$ cat config.mk
export PLATFORM = sky130hd
export DESIGN_NAME = fetch_redirect_ctrl
export DESIGN_NICKNAME = d
export VERILOG_FILES = /design/src/rtl/fetch_redirect_ctrl.sv
export SDC_FILE = /design/constraint.sdc
export NUM_CORES = 1
export LEC_CHECK = 0
export CAP_MARGIN = 20
export CORE_MARGIN = 3
export CORE_UTILIZATION = 42
export DETAILED_ROUTE_END_ITERATION = 12
export GPL_TIMING_DRIVEN = 0
export PLACE_DENSITY = 0.88
export RECOVER_POWER = 50
export SLEW_MARGIN = 0
export SYNTH_ARGS = -nofsm -noshare
export SYNTH_HDL_FRONTEND = slang
export SYNTH_SLANG_ARGS = --single-unit
$ cat constraint.sdc
create_clock -name clk -period 4.08 [get_ports clk]
set_input_delay 0.612 -clock clk [delete_from_list [all_inputs] [get_ports clk]]
set_output_delay 0.612 -clock clk [all_outputs]
set_load 0.01 [all_outputs]
$ cat src/rtl/fetch_redirect_ctrl.sv
`default_nettype none
// ============================================================================
//  Module   : fetch_redirect_ctrl
//  Purpose  : Front-end fetch sequencer. Owns the fetch PC, picks one redirect
//             per cycle by fixed priority (ROB > BR > D1 > RAS), produces the
//             even/odd I$ line addresses, sequences the F1/F2 flush bubble and
//             restores the BHR on ROB/BR redirects.
//  Ports    : clk, rst (async, active-low)
//             stall_in / ic_stall         - hold the PC while in RUN
//             exception_ROB, mispredict_BR, resteer_taken_D1, ras_valid
//                                         - redirect requests + targets/BHRs
//             fetch_valid, fetch_pc       - registered fetch request
//             cache_addr_even/odd         - combinational line addresses
//             flush_f1/flush_f2           - one-cycle kill pulse per redirect
//             redirect_src                - 00 none, 01 RAS, 10 D1, 11 BR/ROB
//             bhr_restore_valid/bhr_restore
//  Option   : define REDIRECT_STATS_EN to add saturating 16-bit per-source
//             redirect counters (stat_rob, stat_br, stat_d1, stat_ras).
//  Revision : 1.0 - initial release
// ============================================================================
module fetch_redirect_ctrl #(
    parameter int              XLEN         = 32,
    parameter int              CL_SIZE      = 128,
    parameter logic [XLEN-1:0] RESET_PC     = '0,
    parameter int              FLUSH_CYCLES = 2
) (
    input  logic            clk,
    input  logic            rst,
    input  logic            stall_in,
    input  logic            ic_stall,
    input  logic            exception_ROB,
    input  logic [XLEN-1:0] resteer_target_ROB,
    input  logic [9:0]      bhr_update_ROB,
    input  logic            mispredict_BR,
    input  logic [XLEN-1:0] resteer_target_BR,
    input  logic [9:0]      bhr_update_BR,
    input  logic            resteer_taken_D1,
    input  logic [XLEN-1:0] resteer_target_D1,
    input  logic            ras_valid,
    input  logic [XLEN-1:0] ras_target,
    output logic            fetch_valid,
    output logic [XLEN-1:0] fetch_pc,
    output logic [XLEN-1:0] cache_addr_even,
    output logic [XLEN-1:0] cache_addr_odd,
    output logic            flush_f1,
    output logic            flush_f2,
    output logic [1:0]      redirect_src,
`ifdef REDIRECT_STATS_EN
    output logic [15:0]     stat_rob,
    output logic [15:0]     stat_br,
    output logic [15:0]     stat_d1,
    output logic [15:0]     stat_ras,
`endif
    output logic            bhr_restore_valid,
    output logic [9:0]      bhr_restore
);

    localparam int              c_line_bytes = CL_SIZE / 8;
    localparam int              c_offs       = $clog2(c_line_bytes);
    localparam logic [XLEN-1:0] c_line_step  = XLEN'(c_line_bytes);
    localparam logic [XLEN-1:0] c_off_mask   = XLEN'(c_line_bytes - 1);
    localparam logic [2:0]      c_flush_load = 3'(FLUSH_CYCLES);

    localparam logic [1:0] c_st_boot  = 2'd0;
    localparam logic [1:0] c_st_run   = 2'd1;
    localparam logic [1:0] c_st_flush = 2'd2;

    localparam logic [1:0] c_src_none   = 2'b00;
    localparam logic [1:0] c_src_ras    = 2'b01;
    localparam logic [1:0] c_src_d1     = 2'b10;
    localparam logic [1:0] c_src_br_rob = 2'b11;

    logic [1:0]      r_state;
    logic [2:0]      r_cnt;
    logic            r_fetch_valid;
    logic [XLEN-1:0] r_fetch_pc;
    logic            r_flush;
    logic [1:0]      r_src;
    logic            r_bhr_valid;
    logic [9:0]      r_bhr;

    logic            w_accept;
    logic            w_redirect;
    logic [XLEN-1:0] w_target;
    logic [1:0]      w_src;
    logic            w_bhr_valid;
    logic [9:0]      w_bhr;
    logic [XLEN-1:0] w_line;
    logic [XLEN-1:0] w_line_next;

    // Requests are ignored only during the single BOOT cycle; stalls never
    // block a redirect.
    assign w_accept = (r_state != c_st_boot);

    always_comb begin
        w_redirect  = 1'b0;
        w_target    = r_fetch_pc;
        w_src       = c_src_none;
        w_bhr_valid = 1'b0;
        w_bhr       = bhr_update_ROB;
        if (w_accept) begin
            if (exception_ROB) begin
                w_redirect  = 1'b1;
                w_target    = resteer_target_ROB;
                w_src       = c_src_br_rob;
                w_bhr_valid = 1'b1;
                w_bhr       = bhr_update_ROB;
            end else if (mispredict_BR) begin
                w_redirect  = 1'b1;
                w_target    = resteer_target_BR;
                w_src       = c_src_br_rob;
                w_bhr_valid = 1'b1;
                w_bhr       = bhr_update_BR;
            end else if (resteer_taken_D1) begin
                w_redirect  = 1'b1;
                w_target    = resteer_target_D1;
                w_src       = c_src_d1;
            end else if (ras_valid) begin
                w_redirect  = 1'b1;
                w_target    = ras_target;
                w_src       = c_src_ras;
            end
        end
    end

    // The line holding fetch_pc goes to the bank matching its index parity;
    // the following line (modulo 2^XLEN) fills the other bank.
    assign w_line          = r_fetch_pc & ~c_off_mask;
    assign w_line_next     = w_line + c_line_step;
    assign cache_addr_even = w_line[c_offs] ? w_line_next : w_line;
    assign cache_addr_odd  = w_line[c_offs] ? w_line : w_line_next;

    always_ff @(posedge clk or negedge rst) begin
        if (!rst) begin
            r_state       <= c_st_boot;
            r_cnt         <= 3'd0;
            r_fetch_valid <= 1'b0;
            r_fetch_pc    <= RESET_PC;
            r_flush       <= 1'b0;
            r_src         <= c_src_none;
            r_bhr_valid   <= 1'b0;
            r_bhr         <= 10'd0;
        end else begin
            r_flush     <= w_redirect;
            r_src       <= w_src;
            r_bhr_valid <= w_bhr_valid;
            if (w_bhr_valid) begin
                r_bhr <= w_bhr;
            end
            if (w_redirect) begin
                // Target taken unaligned; a redirect inside FLUSH restarts
                // the full bubble.
                r_fetch_pc    <= w_target;
                r_state       <= c_st_flush;
                r_cnt         <= c_flush_load;
                r_fetch_valid <= 1'b0;
            end else begin
                case (r_state)
                    c_st_boot: begin
                        r_state       <= c_st_run;
                        r_fetch_valid <= 1'b1;
                    end
                    c_st_run: begin
                        if (!stall_in && !ic_stall) begin
                            r_fetch_pc <= w_line_next;
                        end
                    end
                    c_st_flush: begin
                        // Bubble drains even under stall; leaving on the edge
                        // where the count reaches zero gives FLUSH_CYCLES
                        // invalid cycles.
                        if (r_cnt <= 3'd1) begin
                            r_cnt         <= 3'd0;
                            r_state       <= c_st_run;
                            r_fetch_valid <= 1'b1;
                        end else begin
                            r_cnt <= r_cnt - 3'd1;
                        end
                    end
                    default: begin
                        r_state       <= c_st_boot;
                        r_fetch_valid <= 1'b0;
                    end
                endcase
            end
        end
    end

    assign fetch_valid       = r_fetch_valid;
    assign fetch_pc          = r_fetch_pc;
    assign flush_f1          = r_flush;
    assign flush_f2          = r_flush;
    assign redirect_src      = r_src;
    assign bhr_restore_valid = r_bhr_valid;
    assign bhr_restore       = r_bhr;

`ifdef REDIRECT_STATS_EN
    logic        w_win_rob;
    logic        w_win_br;
    logic        w_win_d1;
    logic        w_win_ras;
    logic [15:0] r_stat_rob;
    logic [15:0] r_stat_br;
    logic [15:0] r_stat_d1;
    logic [15:0] r_stat_ras;

    assign w_win_rob = w_accept & exception_ROB;
    assign w_win_br  = w_accept & ~exception_ROB & mispredict_BR;
    assign w_win_d1  = w_accept & ~exception_ROB & ~mispredict_BR & resteer_taken_D1;
    assign w_win_ras = w_accept & ~exception_ROB & ~mispredict_BR & ~resteer_taken_D1
                       & ras_valid;

    always_ff @(posedge clk or negedge rst) begin
        if (!rst) begin
            r_stat_rob <= 16'd0;
            r_stat_br  <= 16'd0;
            r_stat_d1  <= 16'd0;
            r_stat_ras <= 16'd0;
        end else begin
            if (w_win_rob && (r_stat_rob != 16'hFFFF)) r_stat_rob <= r_stat_rob + 16'd1;
            if (w_win_br  && (r_stat_br  != 16'hFFFF)) r_stat_br  <= r_stat_br  + 16'd1;
            if (w_win_d1  && (r_stat_d1  != 16'hFFFF)) r_stat_d1  <= r_stat_d1  + 16'd1;
            if (w_win_ras && (r_stat_ras != 16'hFFFF)) r_stat_ras <= r_stat_ras + 16'd1;
        end
    end

    assign stat_rob = r_stat_rob;
    assign stat_br  = r_stat_br;
    assign stat_d1  = r_stat_d1;
    assign stat_ras = r_stat_ras;
`endif

endmodule
`default_nettype wire

==> results of run 1 <==
## power by group through the flow
stage	Clock, mW	Sequential (mW)	Combinational, mW
finish	0.323	0.911	2.78
detailed placement	0	0.921	2.85
floorplan	0	0.979	1.28
CTS	0.323	0.914	2.86
global placement	0	0.914	2.80
global route	0.344	0.937	2.97
## state kept, by name, indices dropped and copies added, names as in the netlist
register	flops
bhr_restore	10
bhr_restore_valid	1
fetch_pc	32
flush_f1	1
r_cnt	3
r_state	2
redirect_src	2
## logic make-up after synthesis
family                     Yosys count  share of synthesized area (%)
and+or+nand+nor                    204                           23.6
AOI/OAI and AO/OA                  140                           19.1
buffers and inverters               87                           9.01
xor gates and xnor gates            51                           9.72
DFF                                 51                           27.8
muxes                               43                           9.47
adders and majority gates            4                           1.09
other                                2                          0.163
## metrics by stage
| stage | area [µm²] | std cells | utilization, % |
|---|---|---|---|
| 4_1_cts | 7450 | 990 | 71.3 |
| 2_1_floorplan | 4630 | 590 | - |
| 6_report | 7440 | 990 | 71.1 |
| 3_5_place_dp | 7360 | 982 | 70.4 |
| 5_1_grt | 7440 | 990 | 71.1 |
| 3_3_place_gp | 7350 | 981 | 70.2 |
## critical path, delay by kind of cell, from the launching register on
kind,cells,cell delay [ns]
flip-flops,1,0.48
adder cells (fa/ha/maj),1,0.35
buffers and inverters,1,0.55
XOR/XNOR,1,0.19
AND/OR/NAND/NOR,4,1.42
## cells in the mapped netlist, types with 21 or more instances
| cell | instances |
|---|---|
| a21oi_1 | 35 |
| xnor2_1 | 29 |
| nand3_1 | 21 |
| mux2i_1 | 39 |
| nor2_1 | 48 |
| o21ai_0 | 39 |
| dfrtp_1 | 51 |
| nand2_1 | 56 |
| o211ai_1 | 21 |
| clkbuf_1 | 42 |
| xor2_1 | 22 |
## worst paths after layout
| kind | to | slack [ns] | start | cells after the start |
|---|---|---|---|---|
| min in group asynchronous | fetch_pc[23] | 0.62 | rst | 1 |
| min reg2reg | fetch_pc[1] | 0.51 | fetch_pc[1] | 2 |
| min | fetch_pc[1] | 0.51 | fetch_pc[1] | 2 |
| max in group asynchronous | r_cnt[2] | 1.42 | rst | 2 |
| max | cache_addr_odd[30] | 0.16 | fetch_pc[5] | 7 |
| max reg2reg | fetch_pc[15] | 1.49 | r_state[0] | 5 |
## area by class of cell
cell class              instances  share of cell area (%)
multi-input cells             452                    39.5
clock inverters                 3                   0.303
repair buffers                256                    34.3
inverters                       9                   0.454
clock buffers                   5                   0.925
flip-flops and latches         51                    17.1
plain buffers                  78                    5.09
well taps                     136                    2.29
## metal layers
metal  vias up  part of all wire [%]  global-route usage [%]
met4         2                   2.9                    9.69
met3        47                   8.5                    6.63
li1       2585                     -                       -
met2       299                    51                    54.4
met5         -                 0.036                       0
met1      2570                    38                    35.3
## repair_timing
item / 4_1_cts / 5_1_grt
setup endpoints to repair: 0 / 1
hold buffers: 0 / 0
resized for setup: 0 / 1
## layout by cell type, fill, tap and decap left out, types with 5 or more instances in the layout
| master | netlist | routed |
|---|---|---|
| nand3_1 | 21 | 21 |
| nand4_1 | 9 | 9 |
| inv_1 | 7 | 7 |
| buf_1 | 6 | 6 |
| o22ai_1 | 8 | 8 |
| and3_1 | 15 | 15 |
| o211ai_1 | 21 | 21 |
| dfrtp_1 | 51 | 51 |
| a21oi_1 | 35 | 35 |
| nand2_1 | 56 | 56 |
| conb_1 | 2 | 10 |
| o21ai_0 | 39 | 39 |
| clkdlybuf4s50_1 | 0 | 209 |
| nor4_1 | 6 | 5 |
| clkbuf_1 | 42 | 45 |
| buf_4 | 15 | 15 |
| xor2_1 | 22 | 22 |
| a211oi_1 | 6 | 6 |
| buf_2 | 10 | 9 |
| nor2_1 | 48 | 48 |
| a22oi_1 | 10 | 10 |
| mux2i_1 | 39 | 39 |
| nor3_1 | 14 | 14 |
| clkbuf_8 | 0 | 5 |
| dlygate4sd3_1 | 0 | 45 |
| xnor2_1 | 29 | 29 |
==> metrics, run 1 <==
status finished, violations left; violated checks max-capacitance violations; CTS tree built; EDFF count, synth 0; total track usage 30.2%; clk sink count 51; # IOs 268; critical path capture point type output pin; dominant synthesized flop cell dfrtp_1; Max Cap Violations 1; row count 37; Critical Path Max Stage Delay 0.55 ns; Cell Area, Synth 0.00460 mm²; Layout Nets 1013; diode count 0; initial antenna violation count 1; die area 0.0122 mm²; wire per inst 19.5 µm; Setup Skew 0.00841 ns; peak supply drop 0.000364 V; Least-Margin Pin Slew 1.49 ns; syn avg cell area 7.90 µm²; hold_ws 0.512 ns; Max Slew Vio Count 0; Net Sw Frac 44.7%; # DRC 0; critical path class flop to output pin; synth unique cells 58; Int Pwr 2.22 mW; clk_lat worst skew 0.32 ns; Syn. warnings 0; HPWL Detailed 16.0 mm; storage element area 0.00128 mm²; Startpoint Class flop; die width 111 µm; antenna viol nets, final 0; min Tclk post-route 3.92 ns; CTS max path bufs 2; post-CTS setup buffer count 0; Layout Area Growth over Synthesis 61.9%; DRT Pass-1 Iters 5; crit share post-route 96.0%; worst endpoint required time 3.47 ns; combinational power share 69.3%; Final Total Pwr 4.02 mW; Cell Chain, Critical Path ha_1 -> nand3_4 -> nor4_4 -> nand3_1 -> nor4_1 -> xor2_1 -> clkdlybuf4s50_1; Root Buffer clkbuf_8; IO buf count 255; Async SR Flop Fraction 100%; total congestion overflow 0; fillcell total 850; area of the multi-input gates 0.00294 mm²; Seq pwr share 22.7%; Num CTS Buffers 5; fin worst setup slack 0.164 ns; global-route wire length before repair 29.8 mm; Avg Vias per Cell 5.56; NetSw 1.80 mW; most area-consuming cells after synthesis dfrtp_1, mux2i_1, xnor2_1, nand2_1, o21ai_0; largest net degree at the start of global routing 28; Power Dens Cells 540 mW/mm²; Hold Vio Cnt, Final 0; vias in the first global route 5629; Mapped Cells 582; Placeable Area 0.0105 mm²; Yosys top cell area share 27.8%; Yosys reg bits 51; WL final 19.3 mm; clock power share 8.0%; setup_tns 0 ns; max_slew headroom 0.619%; sequential-to-total area share from yosys stat 27.8%; CP arrival 3.30 ns; via count of the routed design 5503; final setup fails 0; Leak Pwr 2.98 nW; Hold Path Class flop to flop; clock-pin slew on the worst setup and hold paths 0.11 ns; layout cells sized above 1 7.26%; Die Ht 111 µm; RePlAce Congestion 0.951; fmax 255 MHz; 1st-iter DRT viols 322; H-tree depth 2; slowest CP cell clkdlybuf4s50_1; CP Max Fanout 9; area leader, netlist dfrtp_1; pre-CTS WS 0.552 ns; RSZ-0062 raised after global routing false; Initial Util 43.9%
(Power assumes the default switching activity.)
==> inputs of run 2 (changes only) <==
- GPL_TIMING_DRIVEN: 0 -> unset
==> run 2 against run 1 <==
Compared with the run above: utilization fell by 3.0 points; hold slack got worse by 0.13 ns; non-clock buffer count down 68; first-iteration DRC count decreased by 8.1%; via count down 6.1%; sequential power grew 24%; register-to-register slack gained 0.16 ns; the run ends with max-capacitance violations, max-slew violations left.
==> metrics, run 2 (same netlist as run 1, synthesis figures left out) <==
RePlAce Congestion 0.933 (was 0.951); violated checks max-capacitance violations, max-slew violations (was max-capacitance violations); Worst R2R Setup Slack 1.65 ns (was 1.49 ns); final setup fails 0 (unchanged); Startpoint Class flop (unchanged); die width 111 µm (unchanged); Worst R2R Path Depth 5 (unchanged); post-CTS setup buffer count 0 (unchanged); Max Cap Violations 1 (unchanged); CTS tree built (unchanged); clock-pin slew on the worst setup and hold paths 0.10 ns (was 0.11 ns); total congestion overflow 0 (unchanged); FF-to-FF Start r_state[1] (was r_state[0]); Worst R2R End fetch_pc[27] (was fetch_pc[15]); Avg Vias per Cell 5.60 (was 5.56); Placeable Area 0.0105 mm² (unchanged); largest net degree at the start of global routing 44 (was 28); Seq pwr share 29.8% (was 22.7%); peak supply drop 0.000295 V (was 0.000364 V); CTS max path bufs 2 (unchanged); total track usage 27.4% (was 30.2%); Layout Area Growth over Synthesis 55.2% (was 61.9%); antenna viol nets, final 0 (unchanged); setup_tns 0 ns (unchanged); critical path class flop to output pin (unchanged); NetSw 1.69 mW (was 1.80 mW); # hold bufs at CTS 0 (unchanged); critical path capture point type output pin (unchanged); CP arrival 3.17 ns (was 3.30 ns); Leak Pwr 2.82 nW (was 2.98 nW); Critical Path Max Stage Delay 0.55 ns (about the same); max_slew headroom -40.2% (was 0.619%); DRT Pass-1 Iters 4 (was 5); Hold Path Class primary input to async pin (was flop to flop); layout cells sized above 1 5.22% (was 7.26%); Die Ht 111 µm (unchanged); status finished, violations left (unchanged); pre-CTS WS 0.619 ns (was 0.552 ns); CP Max Fanout 9 (unchanged); combinational power share 61.9% (was 69.3%); Num CTS Buffers 5 (unchanged); delay-heaviest family, CP simple AND/OR/NAND/NOR gates (unchanged); most frequent cells in the layout clkdlybuf4s50_1, nand2_1, dfrtp_1 (unchanged); fin worst setup slack 0.295 ns (was 0.164 ns); slowest CP cell clkdlybuf4s50_1 (unchanged); Cell Chain, Critical Path ha_1 -> nand3_4 -> nor4_4 -> nand3_1 -> nor4_1 -> xor2_1 -> clkdlybuf4s50_1 (unchanged); WL final 17.5 mm (was 19.3 mm); max FFs per register 32 (unchanged); Least-Margin Pin Slew 2.10 ns (was 1.49 ns); most common cell after layout, fill and taps aside clkdlybuf4s50_1 (unchanged); RSZ-0062 raised after global routing false (unchanged); via count of the routed design 5166 (was 5503); HPWL Detailed 14.2 mm (was 16.0 mm); die area 0.0122 mm² (unchanged); H-tree depth 2 (unchanged); wire per inst 19.0 µm (was 19.5 µm); 1st-iter DRT viols 296 (was 322); Hold Vio Cnt, Final 0 (unchanged); vias in the first global route 5092 (was 5629); Net Sw Frac 44.3% (was 44.7%); clock power share 8.3% (was 8.0%); Int Pwr 2.12 mW (was 2.22 mW); CTS resizes 0 (unchanged); fmax 264 MHz (was 255 MHz); min Tclk post-route 3.78 ns (was 3.92 ns); # IOs 268 (unchanged); IO buf count 257 (was 255); diode count 0 (unchanged); Initial Util 43.9% (unchanged); crit share post-route 92.8% (was 96.0%); Root Buffer clkbuf_8 (unchanged); Setup Skew 0.00913 ns (was 0.00841 ns); global-route wire length before repair 27.4 mm (was 29.8 mm); initial antenna violation count 0 (was 1); worst endpoint required time 3.47 ns (about the same); Layout Nets 945 (was 1013); number of cells on the critical path 7 (unchanged); Max Slew Vio Count 38 (was 0); clk_lat worst skew 0.31 ns (was 0.32 ns); row count 37 (unchanged); # DRC 0 (unchanged); clk sink count 51 (unchanged); Power Dens Cells 535 mW/mm² (was 540 mW/mm²); Buf/Inv on CP 1 (unchanged)
==> run 2: cell count changes in the layout (fill, tap and decap cells not counted), moves of 2 or more <==
| cell | delta |
|---|---|
| buf_4 | -8 |
| clkbuf_2 | -3 |
| buf_2 | -7 |
| clkbuf_1 | -42 |
| buf_6 | -2 |
| buf_1 | -6 |
==> run 2: worst max path at each step <==
| stage | from | end | slack, ns |
|---|---|---|---|
| finish | fetch_pc[5] | cache_addr_odd[30] | 0.30 |
| global route | fetch_pc[5] | cache_addr_odd[30] | 0.05 |
| CTS | fetch_pc[5] | cache_addr_odd[30] | 0.26 |
| detailed placement | fetch_pc[5] | cache_addr_odd[30] | 0.62 |
| global placement | fetch_pc[5] | cache_addr_even[30] | 0.84 |
| floorplan | fetch_pc[5] | cache_addr_odd[28] | 1.35 |
==> run 2: routing by layer <==
layer  routed length, µm  GRT usage, %  vias to the layer above
met5                   0             0                        -
met4                 318          6.32                        0
met3                1410          5.59                       23
met2                8940          49.0                      254
met1                6810          33.9                     2443
li1                    -             -                     2446
==> run 2: layout make-up <==
class	instances	area [µm²]
Fill cell	897	3330
Clock buffer	6	82.6
Sequential cell	51	1280
Multi-Input combinational cell	452	2940
Timing Repair Buffer	266	2620
Tap cell	136	170
Clock inverter	2	16.3
Inverter	9	33.8
==> run 2: power by group through the flow <==
stage               Combinational, mW  Sequential (mW)  Clock (mW)
floorplan                        1.28            0.979           0
global placement                 2.40             1.12           0
detailed placement               2.44             1.14           0
CTS                              2.45             1.13       0.323
global route                     2.53             1.18       0.339
finish                           2.36             1.13       0.316
==> run 2: stage by stage <==
step / total power, mW / cell area [µm²] / cells / hold WS [ns] / utilization [%]
after detailed placement: 3.58 / 7040 / 914 / 0.496 / 67.3
after global placement: 3.53 / 7040 / 914 / 0.483 / 67.3
after global routing: 4.05 / 7130 / 922 / 0.431 / 68.2
after CTS: 3.91 / 7140 / 922 / 0.204 / 68.2
final: 3.81 / 7130 / 922 / 0.383 / 68.2
after floorplan: 2.25 / 4630 / 590 / 0.316 / -
==> run 2: worst register-to-register path: stages, from the launching register on <==
cell      delay, ns
dfrtp_1        0.52
or4b_1         0.83
buf_4          0.31
nor2_1         0.35
o311ai_0       0.24
nand3_1        0.12
